$ cat config.mk
export PLATFORM = sky130hd
export DESIGN_NAME = gate_bist_ctrl_flat
export DESIGN_NICKNAME = d
export VERILOG_FILES = /design/src/rtl/gate_bist_ctrl_if.sv /design/src/rtl/gate_bist_ctrl.sv /design/src/flat_wrapper.sv
export SDC_FILE = /design/constraint.sdc
export NUM_CORES = 1
export LEC_CHECK = 0
export CAP_MARGIN = 20
export CELL_PAD_IN_SITES_DETAIL_PLACEMENT = 0
export CELL_PAD_IN_SITES_GLOBAL_PLACEMENT = 1
export CORE_ASPECT_RATIO = 1.75
export CORE_MARGIN = 1.5
export CORE_UTILIZATION = 38
export CTS_CLUSTER_SIZE = 8
export DETAILED_ROUTE_END_ITERATION = 10
export PLACE_DENSITY = 0.77
export SLEW_MARGIN = 10
export SYNTH_ARGS = -nofsm -noshare
export SYNTH_HDL_FRONTEND = slang
export SYNTH_SLANG_ARGS = --single-unit
$ cat constraint.sdc
create_clock -name CLK -period 3 [get_ports CLK]
set_input_delay 0.3 -clock CLK [delete_from_list [all_inputs] [get_ports CLK]]
set_output_delay 0.3 -clock CLK [all_outputs]
set_load 0.005 [all_outputs]
$ cat src/rtl/gate_bist_ctrl_if.sv
// Gate BIST controller bus: run control, gate stimulus/response and results.
// The slave side is the controller; the master side owns START/TRUTH and the gate.
interface gate_bist_ctrl_if #(
  parameter int N_IN = 2
);
  logic                 START;
  logic [2**N_IN-1:0]   TRUTH;
  logic [N_IN-1:0]      DUT_IN;
  logic                 DUT_OUT;
  logic                 BUSY;
  logic                 DONE;
  logic                 PASS;
  logic [N_IN:0]        ERR_CNT;
  logic [N_IN-1:0]      FAIL_VEC;

  modport master (
    output START, TRUTH, DUT_OUT,
    input  DUT_IN, BUSY, DONE, PASS,
    input  ERR_CNT, FAIL_VEC
  );

  modport slave (
    input  START, TRUTH, DUT_OUT,
    output DUT_IN, BUSY, DONE, PASS,
    output ERR_CNT, FAIL_VEC
  );
endinterface

$ cat src/rtl/gate_bist_ctrl.sv
// Exhaustive truth-table BIST sequencer for a single basic gate.
// Each vector is held SETTLE cycles, then compared in one CHECK cycle.
module gate_bist_ctrl #(
  parameter int N_IN   = 2,
  parameter int SETTLE = 1
) (
  input  logic           CLK,
  input  logic           RST_N,
  gate_bist_ctrl_if.slave bus
);
  localparam int NV = 2**N_IN;
  localparam logic [N_IN-1:0] LAST = '1;
  localparam logic [3:0] CNT_END = 4'(SETTLE - 1);

  typedef enum logic [1:0] {
    S_IDLE,
    S_APPLY,
    S_CHECK,
    S_DONE
  } state_t;

  state_t          state;
  logic [NV-1:0]   truth_q;
  logic [N_IN-1:0] vec;
  logic [3:0]      cnt;
  logic            busy;
  logic            done;
  logic            pass;
  logic [N_IN:0]   err_cnt;
  logic [N_IN-1:0] fail_vec;

  logic            miss;
  logic [N_IN:0]   err_nxt;

  assign miss    = bus.DUT_OUT != truth_q[vec];
  assign err_nxt = err_cnt + {{N_IN{1'b0}}, miss};

  always_ff @(posedge CLK) begin
    if (!RST_N) begin
      state    <= S_IDLE;
      truth_q  <= '0;
      vec      <= '0;
      cnt      <= '0;
      busy     <= 1'b0;
      done     <= 1'b0;
      pass     <= 1'b0;
      err_cnt  <= '0;
      fail_vec <= '0;
    end else begin
      done <= 1'b0;
      unique case (state)
        S_IDLE: begin
          if (bus.START) begin
            truth_q  <= bus.TRUTH;
            vec      <= '0;
            cnt      <= '0;
            err_cnt  <= '0;
            pass     <= 1'b0;
            fail_vec <= '0;
            busy     <= 1'b1;
            state    <= S_APPLY;
          end
        end
        S_APPLY: begin
          cnt <= cnt + 4'd1;
          if (cnt == CNT_END)
            state <= S_CHECK;
        end
        S_CHECK: begin
          cnt <= '0;
          if (miss) begin
            err_cnt <= err_nxt;
            if (err_cnt == '0)
              fail_vec <= vec;
          end
          // vec doubles as DUT_IN, so parking it at 0 frees the gate
          if (vec == LAST) begin
            vec   <= '0;
            busy  <= 1'b0;
            done  <= 1'b1;
            pass  <= (err_nxt == '0);
            state <= S_DONE;
          end else begin
            vec   <= vec + 1'b1;
            state <= S_APPLY;
          end
        end
        S_DONE: begin
          state <= S_IDLE;
        end
        default: begin
          state <= S_IDLE;
        end
      endcase
    end
  end

  assign bus.DUT_IN   = vec;
  assign bus.BUSY     = busy;
  assign bus.DONE     = done;
  assign bus.PASS     = pass;
  assign bus.ERR_CNT  = err_cnt;
  assign bus.FAIL_VEC = fail_vec;
endmodule

$ cat src/flat_wrapper.sv
// flat-port wrapper written by rule: the top's interface ports become plain ports
module gate_bist_ctrl_flat 
#(
  parameter int N_IN   = 2,
  parameter int SETTLE = 1
)
  (CLK, RST_N, bus_START, bus_TRUTH, bus_DUT_OUT, bus_DUT_IN, bus_BUSY, bus_DONE, bus_PASS, bus_ERR_CNT, bus_FAIL_VEC);
  gate_bist_ctrl_if #(.N_IN(N_IN)) bus_i ();
  input  logic CLK;
  input  logic RST_N;
  input wire logic [$bits(bus_i.START)-1:0] bus_START;
  input wire logic [$bits(bus_i.TRUTH)-1:0] bus_TRUTH;
  input wire logic [$bits(bus_i.DUT_OUT)-1:0] bus_DUT_OUT;
  output wire logic [$bits(bus_i.DUT_IN)-1:0] bus_DUT_IN;
  output wire logic [$bits(bus_i.BUSY)-1:0] bus_BUSY;
  output wire logic [$bits(bus_i.DONE)-1:0] bus_DONE;
  output wire logic [$bits(bus_i.PASS)-1:0] bus_PASS;
  output wire logic [$bits(bus_i.ERR_CNT)-1:0] bus_ERR_CNT;
  output wire logic [$bits(bus_i.FAIL_VEC)-1:0] bus_FAIL_VEC;
  assign bus_i.START = bus_START;
  assign bus_i.TRUTH = bus_TRUTH;
  assign bus_i.DUT_OUT = bus_DUT_OUT;
  assign bus_DUT_IN = bus_i.DUT_IN;
  assign bus_BUSY = bus_i.BUSY;
  assign bus_DONE = bus_i.DONE;
  assign bus_PASS = bus_i.PASS;
  assign bus_ERR_CNT = bus_i.ERR_CNT;
  assign bus_FAIL_VEC = bus_i.FAIL_VEC;
  gate_bist_ctrl #(.N_IN(N_IN), .SETTLE(SETTLE)) u_core (.CLK(CLK), .RST_N(RST_N), .bus(bus_i));
endmodule
=== Word level (Yosys, flattened, before mapping) ===
Index checks and enable logic that the tools add are counted.

* Flip-flop bits (word level): 20
* Latch bits: 0
* RAM bits: 0
* ROM bits: 0
* Input bits: 8
* Output and inout bits: 10
* Memories: 0

* Add/subtract/negate cells: 3
* Multipliers: 0
* Div/mod/pow operators: 0
* Magnitude comparators: 1
* Equal/unequal tests: 10
* Shift-type cells: 0
* Muxes and demuxes: 24
* Bitwise gates (word level): 0
* Reductions and logical operators: 14

{| class="wikitable"
|+ Operators by type and width
! cell !! number
|-
| $mux W2 || 7
|-
| $pmux W4 S3 || 1
|-
| $reduce_and A2 Y1 || 5
|-
| $ne A2 B1 Y1 const B || 4
|-
| $pmux W2 S2 || 2
|-
| $pmux W2 S4 || 1
|-
| $eq A2 B2 Y1 const B || 3
|-
| $logic_not A3 Y1 || 2
|-
| $mux W1 || 6
|-
| $mux W3 || 2
|-
| $pmux W3 S2 || 1
|-
| $reduce_and A3 Y1 || 2
|-
| $add A4 B1 Y4 const B || 1
|-
| $logic_not A4 Y1 || 1
|-
| $mux W4 || 1
|-
| $pmux W1 S2 || 2
|-
| $reduce_and A4 Y1 || 1
|-
| $add A3 B1 Y3 || 1
|-
| $lt A2 B3 Y1 const B || 1
|-
| $reduce_bool A3 Y1 || 1
|-
| $add A2 B1 Y2 const B || 1
|-
| $bmux W1 S2 || 1
|-
| $eq A2 B1 Y1 const B || 1
|-
| $logic_not A2 Y1 || 1
|-
| other kinds (3) || 3
|}

=== Longest topological paths before layout ===
Gate-level depths: netlist (run 1).

* Depth after elaboration: 7
* Gate-level depth with buffers: 8
* Depth with buffers taken out: 8

=== Worst setup path after synthesis (run 1) ===
Ideal clock, no wire load.

* Kind: register to register
* Start point: register u_core.vec[1], in the netlist u_core.bus.DUT_IN[1]
* End point: register u_core.pass, in the netlist u_core.bus.PASS
* Library setup time: 0.076 ns
* Arrival time: 2.077 ns
* Data required time: 2.924 ns
* Path slack: 0.848 ns
* Stages on the path, launching flop included: 9
* Buffers on the path: 0
* Period minus slack after synthesis: 2.152 ns
* Cell sequence: dfxtp_1 -> mux4_2 -> xnor2_4 -> inv_2 -> ha_1 -> ha_1 -> nor3_1 -> nand3_1 -> a21boi_0

* Word-level cells in the longest chain between the ends: 7
* Elaborated cells on any way between the ends: 10

{| class="wikitable"
|+ RTL lines
! element !! RTL line !! text
|-
| start: declaration || gate_bist_ctrl.sv:24 || <nowiki>logic [N_IN-1:0] vec;</nowiki>
|-
| start signal: assignment || gate_bist_ctrl.sv:84 || <nowiki>vec <= vec + 1'b1;</nowiki>
|-
| $bmux W1 S2 || gate_bist_ctrl.sv:35 || <nowiki>assign miss = bus.DUT_OUT != truth_q[vec];</nowiki>
|-
| $mux W1 (implied by the code) || gate_bist_ctrl.sv:35 ||
|-
| $ne A1 B1 Y1 || gate_bist_ctrl.sv:35 ||
|-
| $add A3 B1 Y3 || gate_bist_ctrl.sv:36 || <nowiki>assign err_nxt = err_cnt + {{N_IN{1'b0}}, miss};</nowiki>
|-
| $logic_not A3 Y1 || gate_bist_ctrl.sv:81 || <nowiki>pass <= (err_nxt == '0);</nowiki>
|-
| $mux W1 || gate_bist_ctrl.sv:77 || <nowiki>if (vec == LAST) begin</nowiki>
|-
| $pmux W1 S2 || gate_bist_ctrl.sv:51 || <nowiki>unique case (state)</nowiki>
|-
| end signal: assignment || gate_bist_ctrl.sv:81 ||
|-
| end: declaration || gate_bist_ctrl.sv:28 || <nowiki>logic pass;</nowiki>
|}

Several ways; a longest one is shown, not always the timed one. The select of a mux whose other input is x is not followed.
A chain may end at the register's enable or synchronous reset.

=== Final worst setup path (run 1) ===
Same ends and word-level chain as after synthesis.

==> out/metrics.yaml, run 1 <==
clock_network:
  cts.sinks: 20
  clk_pin_slew_worst_paths_ns: 0.07
  clockBufferDepth: 2
  clkLatencyLatePin_ns: 0.25
  clock-root-buffer: "clkbuf_8"
  post_cts_buffers: 0
  cts_resized: 0
  cts_tree: "built"
  cts-hold-fix-buffers: 0
  cts_buffers: 3
  cts.htree.levels: 1
floorplanning:
  core-area_um2: 2552
  die_h_um: 72.08
  ioPinCount: 18
  die_w_um: 42.47
  num_rows: 24
  initial_utilization: 0.4059
  die-area_um2: 3061
yosys:
  ys_seq_elements: 20
  synth.avg_cell_area_um2: 8.855
  synthAdderAreaFrac: 0.06039
  async_reset_ff_frac: 0
  synthSimpleGateAreaFrac: 0.2258
  synth-xor-area-share: 0.03502
  synth_compound_area_frac: 0.1957
  synthMuxAreaShare: 0.05193
  netlist.area_leader.share: 0.3865
  syn_inst: 117
  yosysSeqAreaShare: 0.3865
  yosys.area.top_type: "dfxtp_1"
  yosys_warnings: 0
  synth_fp_nets: 130
  synth_top_cells_by_count: "dfxtp_1 (20), nand2_1 (14), a21boi_0 (7)"
  synth_area_um2: 1036
  synth.top_cells.by_area: "dfxtp_1 (39%), ha_1 (6.0%), a21boi_0 (5.1%)"
  synth_flop_cell: "dfxtp_1"
  synth_edf_count: 0
  synth_top_family_by_area: "simple AND/OR/NAND/NOR gates"
  ys_types: 35
  synth.most_common_cell: "dfxtp_1"
grt:
  grt_util_all_layers: 0.1542
  overflow: 0
  grt_start_max_net_pins: 24
  antenna_found_initial: 0
  grt_pass1_vias: 827
  grt_pass1_wl_um: 3670
layout:
  diodes: 0
  area_growth_pct: 21.62
  final_nets: 147
  fill_cells: 252
  drive_above_1_share: 0.06818
  design_area_um2: 1260
critical_path:
  crit_path_start_kind: "flip-flop"
  crit_required_ns: 3.18
  crit_path_end_kind: "flip-flop"
  critPathKind: "flip-flop to flip-flop"
  cp.arrival_ns: 2.45
  worstPathMaxFanout: 5
detailed_routing:
  wl_per_cell_um: 14.25
  routed_via_density: 5.513
  wl_um: 2252
  dr_total_vias: 871
  drtIter0Drc: 20
  drc: 0
  ant_nets: 0
  drt_first_pass_iters: 4
power_and_ir_drop:
  p_leak_nw: 0.4552
  ir_worst_vdd_mv: 0.3684
  pwr_density_cell_nw_per_um2: 425.6
timing:
  relSlewSlack: 0.5048
  finalClockSkew_ns: 0.001124
  fin_setup_tns_ns: 0
  hold_viol: 0
  clock.fmax_mhz: 440.8
  worstMarginPinSlew_ns: 0.7406
  finalSetupViolCount: 0
  finalCriticalPeriod_ns: 2.269
  slew_viol_final: 0
  min_period_over_period: 0.7562
  rsz0062_at_grt: "no"
placed_design:
  gp_congestion: 0.8547
  port_buffers: 17
  dpl_cell_area_um2: 1219
  dpl.hpwl_um: 1753
outcome:
  status: "complete, no violations"
min_path:
  hold_path.class: "flip-flop to flip-flop"
run:
  max_cap_viol_count: 0
-- report_power, final --
| group | switching (W) | internal [W] | total, W |
|---|---|---|---|
| Sequential | 0.0000116 | 0.000275 | 0.000287 |
| Clock | 0.0000811 | 0.0000892 | 0.000170 |
| Combinational | 0.0000413 | 0.0000377 | 0.0000790 |
-- path summary, 6_finish.rpt --
check | startpoint | end | slack, ns | depth (start not counted)
setup reg to reg | u_core.bus.DUT_IN[1] | u_core.bus.PASS | 0.73 | 8
hold reg to reg | u_core.bus.FAIL_VEC[0] | u_core.bus.FAIL_VEC[0] | 0.48 | 2
setup / recovery | u_core.bus.DUT_IN[1] | u_core.bus.PASS | 0.73 | 8
hold / removal | u_core.bus.FAIL_VEC[0] | u_core.bus.FAIL_VEC[0] | 0.48 | 2
-- cells in the final DEF, fill, tap and decap left out, types with 2 or more instances in the layout --
cell and instances:
dfxtp_1 20, clkdlybuf4s50_1 17, nand2_1 14, a21boi_0 7
inv_1 6, nor2b_1 6, nor2_1 6, nand3_1 6
ha_1 5, o21ai_0 4, o211ai_1 4, a21oi_1 3
nand2b_1 3, a22oi_1 3, clkbuf_8 3, and3_1 2
nor3_1 2, mux2i_1 2, o22ai_1 2, a21boi_1 2
-- state kept, by name, summed over array words and instances (netlist names) --
| signal | flops |
|---|---|
| u_core.bus.BUSY | 1 |
| u_core.bus.DONE | 1 |
| u_core.bus.DUT_IN | 2 |
| u_core.bus.ERR_CNT | 3 |
| u_core.bus.FAIL_VEC | 2 |
| u_core.bus.PASS | 1 |
| u_core.cnt | 4 |
| u_core.state | 2 |
| u_core.truth_q | 4 |
-- worst max-delay path, cell delays in order (launching register included) --
cell	delay, ns
dfxtp_1	0.41
mux4_2	0.58
xnor2_4	0.22
inv_2	0.09
ha_1	0.19
ha_1	0.29
nor3_1	0.19
nand3_1	0.08
a21boi_0	0.14
-- cell type report --
| cell class | count | area [um2] | share of cell area |
|---|---|---|---|
| Sequential cell | 20 | 400.4 | 0.3178 |
| Tap cell | 26 | 32.53 | 0.02582 |
| Timing Repair Buffer | 17 | 170.2 | 0.1351 |
| Clock buffer | 3 | 41.29 | 0.03277 |
| Inverter | 7 | 26.28 | 0.02085 |
| Multi-Input combinational cell | 85 | 589.3 | 0.4677 |
-- metal layers --
layer / GRT usage / wire, um / vias to the layer above / share of wire
met2: 0.2923 / 1297 / 12 / 0.58
met3: 0.01493 / 41 / 4 / 0.018
met5: 0 / 0 / - / 0
met1: 0.1669 / 876 / 414 / 0.39
li1: - / - / 441 / -
met4: 0.06944 / 37 / 0 / 0.016
-- through the flow --
| step | cells | utilization | hold WS, ns | setup WS (ns) | total power [W] |
|---|---|---|---|---|---|
| 6_report | 158 | 0.4936 | 0.4767 | 0.7313 | 0.0005362 |
| 5_1_grt | 158 | 0.4936 | 0.4899 | 0.5321 | 0.0005589 |
| 3_3_place_gp | 155 | 0.4775 | 0.4657 | 0.7947 | 0.0003702 |
| 2_1_floorplan | 117 | - | 0.4403 | 0.8477 | 0.0003425 |
| 4_1_cts | 158 | 0.4936 | 0.4782 | 0.7175 | 0.0005468 |
| 3_5_place_dp | 155 | 0.4775 | 0.4642 | 0.7355 | 0.0003727 |
-- cells by family (layout without fill, tap and decap cells) --
logic type,after synthesis,after routing
AND/OR/NAND/NOR,45,45
flip-flops,20,20
adder cells (fa/ha/maj),5,5
AO/OA/AOI/OAI,29,29
buffers and inverters,12,27
multiplexers,4,4
XOR/XNOR,2,2
(Power assumes the default switching activity.)
==> inputs of run 2 (changes only) <==
--- a/config.mk
+++ b/config.mk
@@ -10,10 +10,10 @@
 export CELL_PAD_IN_SITES_GLOBAL_PLACEMENT = 1
 export CORE_ASPECT_RATIO = 1.75
 export CORE_MARGIN = 1.5
-export CORE_UTILIZATION = 38
+export CORE_UTILIZATION = 34
 export CTS_CLUSTER_SIZE = 8
 export DETAILED_ROUTE_END_ITERATION = 10
-export PLACE_DENSITY = 0.77
+export PLACE_DENSITY = 0.73
 export SLEW_MARGIN = 10
 export SYNTH_ARGS = -nofsm -noshare
 export SYNTH_HDL_FRONTEND = slang
==> constraint.sdc (replaced) <==
create_clock -name CLK -period 2.05 [get_ports CLK]
set_input_delay 0.205 -clock CLK [delete_from_list [all_inputs] [get_ports CLK]]
set_output_delay 0.205 -clock CLK [all_outputs]
set_load 0.005 [all_outputs]
==> run 2 against run 1 <==
Against the previous run:
- critical path type unchanged
- the flow now finishes with violations (DRC)
- cell count rose by 6.3%
- sequential share of layout area decreased by 2.1 points
- worst hold slack worse by 0.018 ns
- highest routed layer unchanged
- final area increased by 8.1%
- global-route usage increased by 0.40 points
==> out/metrics.yaml, run 2 (synthesized netlist as in run 1, its figures left out) <==
outcome:
  status: "finished, violations left"
  violations: "DRC"
detailed_routing:
  drtIter0Drc: 24
  ant_nets: 0
  drt_first_pass_iters: 7
  routed_via_density: 5.476
  wl_per_cell_um: 14.19
  drc: 1
  wl_um: 2384
  dr_total_vias: 920
grt:
  grt_pass1_vias: 921
  grt_start_max_net_pins: 14
  antenna_found_initial: 0
  overflow: 0
  grt_util_all_layers: 0.1582
  grt_pass1_wl_um: 4084
floorplanning:
  ioPinCount: 18
  num_rows: 26
  die_w_um: 44.73
  die-area_um2: 3400
  initial_utilization: 0.3578
  die_h_um: 76.02
  core-area_um2: 2895
critical_path:
  crit_buf_inv: 1
  r2r-start: "u_core.bus.DUT_IN[1]"
  cp.arrival_ns: 2.16
  cp_slowest_cell: "mux4_2"
  path_delay_family: "multiplexers"
  crit_path_max_incr_delay_ns: 0.55
  crit_path_start_kind: "flip-flop"
  cp_common_cell: "ha_4"
  worstPathMaxFanout: 2
  crit_path_end_kind: "flip-flop"
  crit_required_ns: 2.24
  crit_chain: "mux4_2, xnor2_4, inv_2, ha_4, ha_4, nor3_2, nand3_1, a21boi_1"
  critPathKind: "flip-flop to flip-flop"
  worstSetupStartpoint: "u_core.bus.DUT_IN[1]"
layout:
  final_common_cell: "dfxtp_1"
  final_cell_mix: "dfxtp_1 (19), clkdlybuf4s50_1 (17), nand2_1 (14)"
  final_nets: 154
  fill_cells: 284
  drive_above_1_share: 0.1500
  stdcell_count: 168
  area_growth_pct: 31.52
  finish.utilization: 0.4706
  diodes: 0
clock_network:
  cts_buffers: 3
  clk_pin_slew_worst_paths_ns: 0.07
  clkLatencyLatePin_ns: 0.26
  cts-hold-fix-buffers: 0
  cts.sinks: 20
  cts_tree: "built"
  cts.htree.levels: 1
  clock-root-buffer: "clkbuf_8"
  clockBufferDepth: 2
placed_design:
  gp_congestion: 0.8218
  port_buffers: 17
  dp.cells: 164
  dpl.hpwl_um: 1874
timing:
  finalSetupViolCount: 0
  clock.fmax_mhz: 507.8
  whs_ns: 0.4584
  finalClockSkew_ns: 0.001056
  rsz0062_at_grt: "yes"
  worstMarginPinSlew_ns: 0.4360
  finalCriticalPeriod_ns: 1.969
  slew_viol_final: 0
  hold_viol: 0
  relSlewSlack: 0.7063
  min_period_over_period: 0.9606
power_and_ir_drop:
  p_int_w: 0.0006420
  finalPower_w: 0.0008511
  p_seq_frac: 0.490
  p_clk_frac: 0.349
  p_switching_w: 0.0002091
  ir_worst_vdd_mv: 0.4605
  pwr-share-comb: 0.161
  p_leak_nw: 0.4974
  p_sw_frac: 0.2457
  pwr_density_cell_nw_per_um2: 624.6
min_path:
  hp-start: "u_core.bus.FAIL_VEC[1]"
  hold_path.class: "flip-flop to flip-flop"
run:
  max_cap_viol_count: 0
run 2: cell count changes in the layout (fill, tap and decap cells not counted):
| cell | previous run | this run |
|---|---|---|
| buf_4 | 0 | 7 |
| a21boi_0 | 7 | 6 |
| clkbuf_8 | 3 | 4 |
| dfxtp_1 | 20 | 19 |
| nor3_1 | 2 | 1 |
| a21boi_1 | 2 | 3 |
| dfxtp_4 | 0 | 1 |
| ha_1 | 5 | 3 |
| ha_4 | 0 | 2 |
| nor3_2 | 0 | 1 |
run 2: path summary, 6_finish.rpt:
kind	end	slack (ns)	cells after the start
max	u_core.bus.PASS	0.08	8
min	u_core.bus.FAIL_VEC[1]	0.46	2
max reg2reg	u_core.bus.PASS	0.08	8
min reg2reg	u_core.bus.FAIL_VEC[1]	0.46	2
run 2: power by group through the flow:
stage          clock network [W]  registers (W)  logic [W]
4_1_cts                 0.000308       0.000417   0.000134
2_1_floorplan                  0       0.000418  0.0000831
3_3_place_gp                   0       0.000425   0.000131
6_report                0.000297       0.000417   0.000137
3_5_place_dp                   0       0.000426   0.000133
5_1_grt                 0.000323       0.000420   0.000151
run 2: final cells by class:
type	count	area, um2	share of cell area
Tap cell	28	35.03	0.02571
Sequential cell	20	404.1	0.2966
Timing Repair Buffer	24	222.7	0.1635
Clock buffer	4	55.05	0.04040
Inverter	7	26.28	0.01928
Multi-Input combinational cell	85	619.3	0.4545
run 2: what timing repair did:
| action | CTS | global route |
|---|---|---|
| endpoints found under the hold margin | 0 | 0 |
| setup buffers | 0 | 0 |
| endpoints found under the setup margin | 0 | 1 |
| gates resized for setup | 0 | 2 |
run 2: routing by layer:
layer | track usage | wire length [um]
met1 | 0.1624 | 846
met2 | 0.2986 | 1410
met3 | 0.009479 | 61
met4 | 0.07273 | 65
met5 | 0 | 0
run 2: stage by stage:
| step | setup slack (ns) | setup TNS, ns | area, um2 |
|---|---|---|---|
| detailed placement | 0.05721 | 0 | 1292 |
| global route | -0.03678 | -0.03678 | 1363 |
| finish | 0.08076 | 0 | 1363 |
| global placement | 0.07761 | 0 | 1292 |
| CTS | 0.03765 | 0 | 1348 |
| floorplan | 0.01284 | 0 | 1055 |
run 2: tightest hold or removal path: stages, from the launching register on:
cell     delay [ns]
dfxtp_1        0.31
nand2_1        0.05
o22ai_1        0.05
==> inputs of run 3 (changes only) <==
--- a/config.mk
+++ b/config.mk
@@ -14,7 +14,9 @@
 export CTS_CLUSTER_SIZE = 8
 export DETAILED_ROUTE_END_ITERATION = 10
 export PLACE_DENSITY = 0.73
+export SETUP_SLACK_MARGIN = 0.1
 export SLEW_MARGIN = 10
 export SYNTH_ARGS = -nofsm -noshare
 export SYNTH_HDL_FRONTEND = slang
 export SYNTH_SLANG_ARGS = --single-unit
+export TNS_END_PERCENT = 10
==> run 3 against run 2 <==
Against the previous run:
- the flow now finishes without violations
- final area increased by 0.83%
- sequential power about the same
- clock power increased by 19%
- via count decreased by 3.2%
- critical path type unchanged
- largest power group unchanged
==> out/metrics.yaml, run 3 (synthesized netlist as in run 1, its figures left out) <==
clock_network:
  cts_tree: "built"
  cts.sinks: 20
  cts-hold-fix-buffers: 0
  cts_buffers: 3
  clockBufferDepth: 2
  clock-root-buffer: "clkbuf_8"
  cts.htree.levels: 1
  clkLatencyLatePin_ns: 0.26
  clk_pin_slew_worst_paths_ns: 0.08
floorplanning:
  core-area_um2: 2895
  initial_utilization: 0.3578
  die_h_um: 76.02
  ioPinCount: 18
  die-area_um2: 3400
  num_rows: 26
  die_w_um: 44.73
timing:
  finalClockSkew_ns: 0.001388
  rsz0062_at_grt: "yes"
  finalWorstSetupSlack_ns: 0.1075
  worstMarginPinSlew_ns: 0.5022
  hold_viol: 0
  finalCriticalPeriod_ns: 1.943
  clock.fmax_mhz: 514.8
  relSlewSlack: 0.6642
  finalSetupViolCount: 0
  slew_viol_final: 0
  min_period_over_period: 0.9476
power_and_ir_drop:
  pwr_density_cell_nw_per_um2: 660.0
  ir_worst_vdd_mv: 0.4587
  p_leak_nw: 0.5025
layout:
  area_growth_pct: 32.61
  design_area_um2: 1374
  diodes: 0
  final_nets: 154
  drive_above_1_share: 0.1500
  final_common_cell: "dfxtp_1"
  final_cell_mix: "dfxtp_1 (19), clkdlybuf4s50_1 (17), nand2_1 (14)"
  fill_cells: 277
  finish.utilization: 0.4745
grt:
  antenna_found_initial: 0
  grt-busiest-layer: "met2"
  grt_use_met2: 0.2957
  grt_pass1_vias: 885
  grt_use_met3: 0.01896
  grt_start_max_net_pins: 15
  grt_util_all_layers: 0.1595
  met1_usage: 0.1682
  overflow: 0
  grt_pass1_wl_um: 4036
critical_path:
  cp.arrival_ns: 2.14
  critPathKind: "flip-flop to flip-flop"
  path_delay_family: "multiplexers"
  crit_chain: "mux4_2, xnor2_4, inv_2, ha_4, ha_4, nor3_2, nand3_1, a21boi_1"
  crit_path_end_kind: "flip-flop"
  crit_path_start_kind: "flip-flop"
  worstPathMaxFanout: 2
  cp_slowest_cell: "mux4_2"
  crit_buf_inv: 1
  cp_common_cell: "ha_4"
  crit_required_ns: 2.25
  crit_path_max_incr_delay_ns: 0.55
placed_design:
  port_buffers: 17
  gp_congestion: 0.7184
  place_ws_ns: 0.05385
  dpl_cell_area_um2: 1300
  dpl.hpwl_um: 1893
detailed_routing:
  ant_nets: 0
  wl_um: 2428
  drt_first_pass_iters: 3
  drtIter0Drc: 17
  wl_per_cell_um: 14.45
  drc: 0
  routed_via_density: 5.304
  dr_total_vias: 891
outcome:
  status: "complete, no violations"
run:
  max_cap_viol_count: 0
min_path:
  hold_path.class: "flip-flop to flip-flop"
run 3: changes by cell type in the layout (fill, tap and decap cells not counted):
| cell | before | now |
|---|---|---|
| clkbuf_16 | 0 | 1 |
| clkbuf_8 | 4 | 3 |
run 3: where the power goes:
| part | internal [W] | switching (W) | total [W] |
|---|---|---|---|
| clock network | 0.000212 | 0.000142 | 0.000354 |
| registers | 0.000401 | 0.0000163 | 0.000417 |
| logic | 0.0000692 | 0.0000664 | 0.000136 |
run 3: final cells by class:
cell class	instances	area [um2]	share of cell area
inverter	7	26.28	0.01913
multi-input combinational	85	619.3	0.4508
clock buffer	4	66.31	0.04827
sequential	20	404.1	0.2942
timing repair buffer	24	222.7	0.1621
tap	28	35.03	0.02550
run 3: what timing repair did:
item / CTS / global route
resized for setup: 0 / 0
pin swaps: 1 / 2
setup buffers: 1 / 0
setup endpoints to repair: 1 / 2
run 3: path summary, 6_finish.rpt:
path / slack [ns] / to / from / depth (start not counted)
max: 0.11 / u_core.bus.PASS / u_core.bus.DUT_IN[1] / 8
min: 0.47 / u_core.truth_q[3] / u_core.truth_q[3] / 2
max reg2reg: 0.11 / u_core.bus.PASS / u_core.bus.DUT_IN[1] / 8
min reg2reg: 0.47 / u_core.truth_q[3] / u_core.truth_q[3] / 2
run 3: routing by layer:
layer	wire length, um	vias to the layer above	part of all wire
met3	65	4	0.027
met5	0	-	0
met4	33	0	0.014
met2	1394	14	0.57
li1	-	454	-
met1	935	419	0.39
run 3: worst register-to-register path, delay by kind of cell (launching register included):
family / cells / cell delay (ns)
and+or+nand+nor: 2 / 0.23
DFF: 1 / 0.36
xor gates and xnor gates: 1 / 0.16
adders and majority gates: 2 / 0.39
muxes: 1 / 0.55
buffers and inverters: 1 / 0.07
AOI/OAI and AO/OA: 1 / 0.12
run 3: per-stage QoR:
stage	power [W]	setup TNS [ns]	std cells	hold WS, ns
2_1_floorplan	0.0005044	0	117	0.3499
3_3_place_gp	0.0005612	0	163	0.4501
3_5_place_dp	0.0005629	0	163	0.4602
4_1_cts	0.0009184	0	168	0.4720
5_1_grt	0.0009499	-0.02172	168	0.5006
6_report	0.0009067	0	168	0.4699
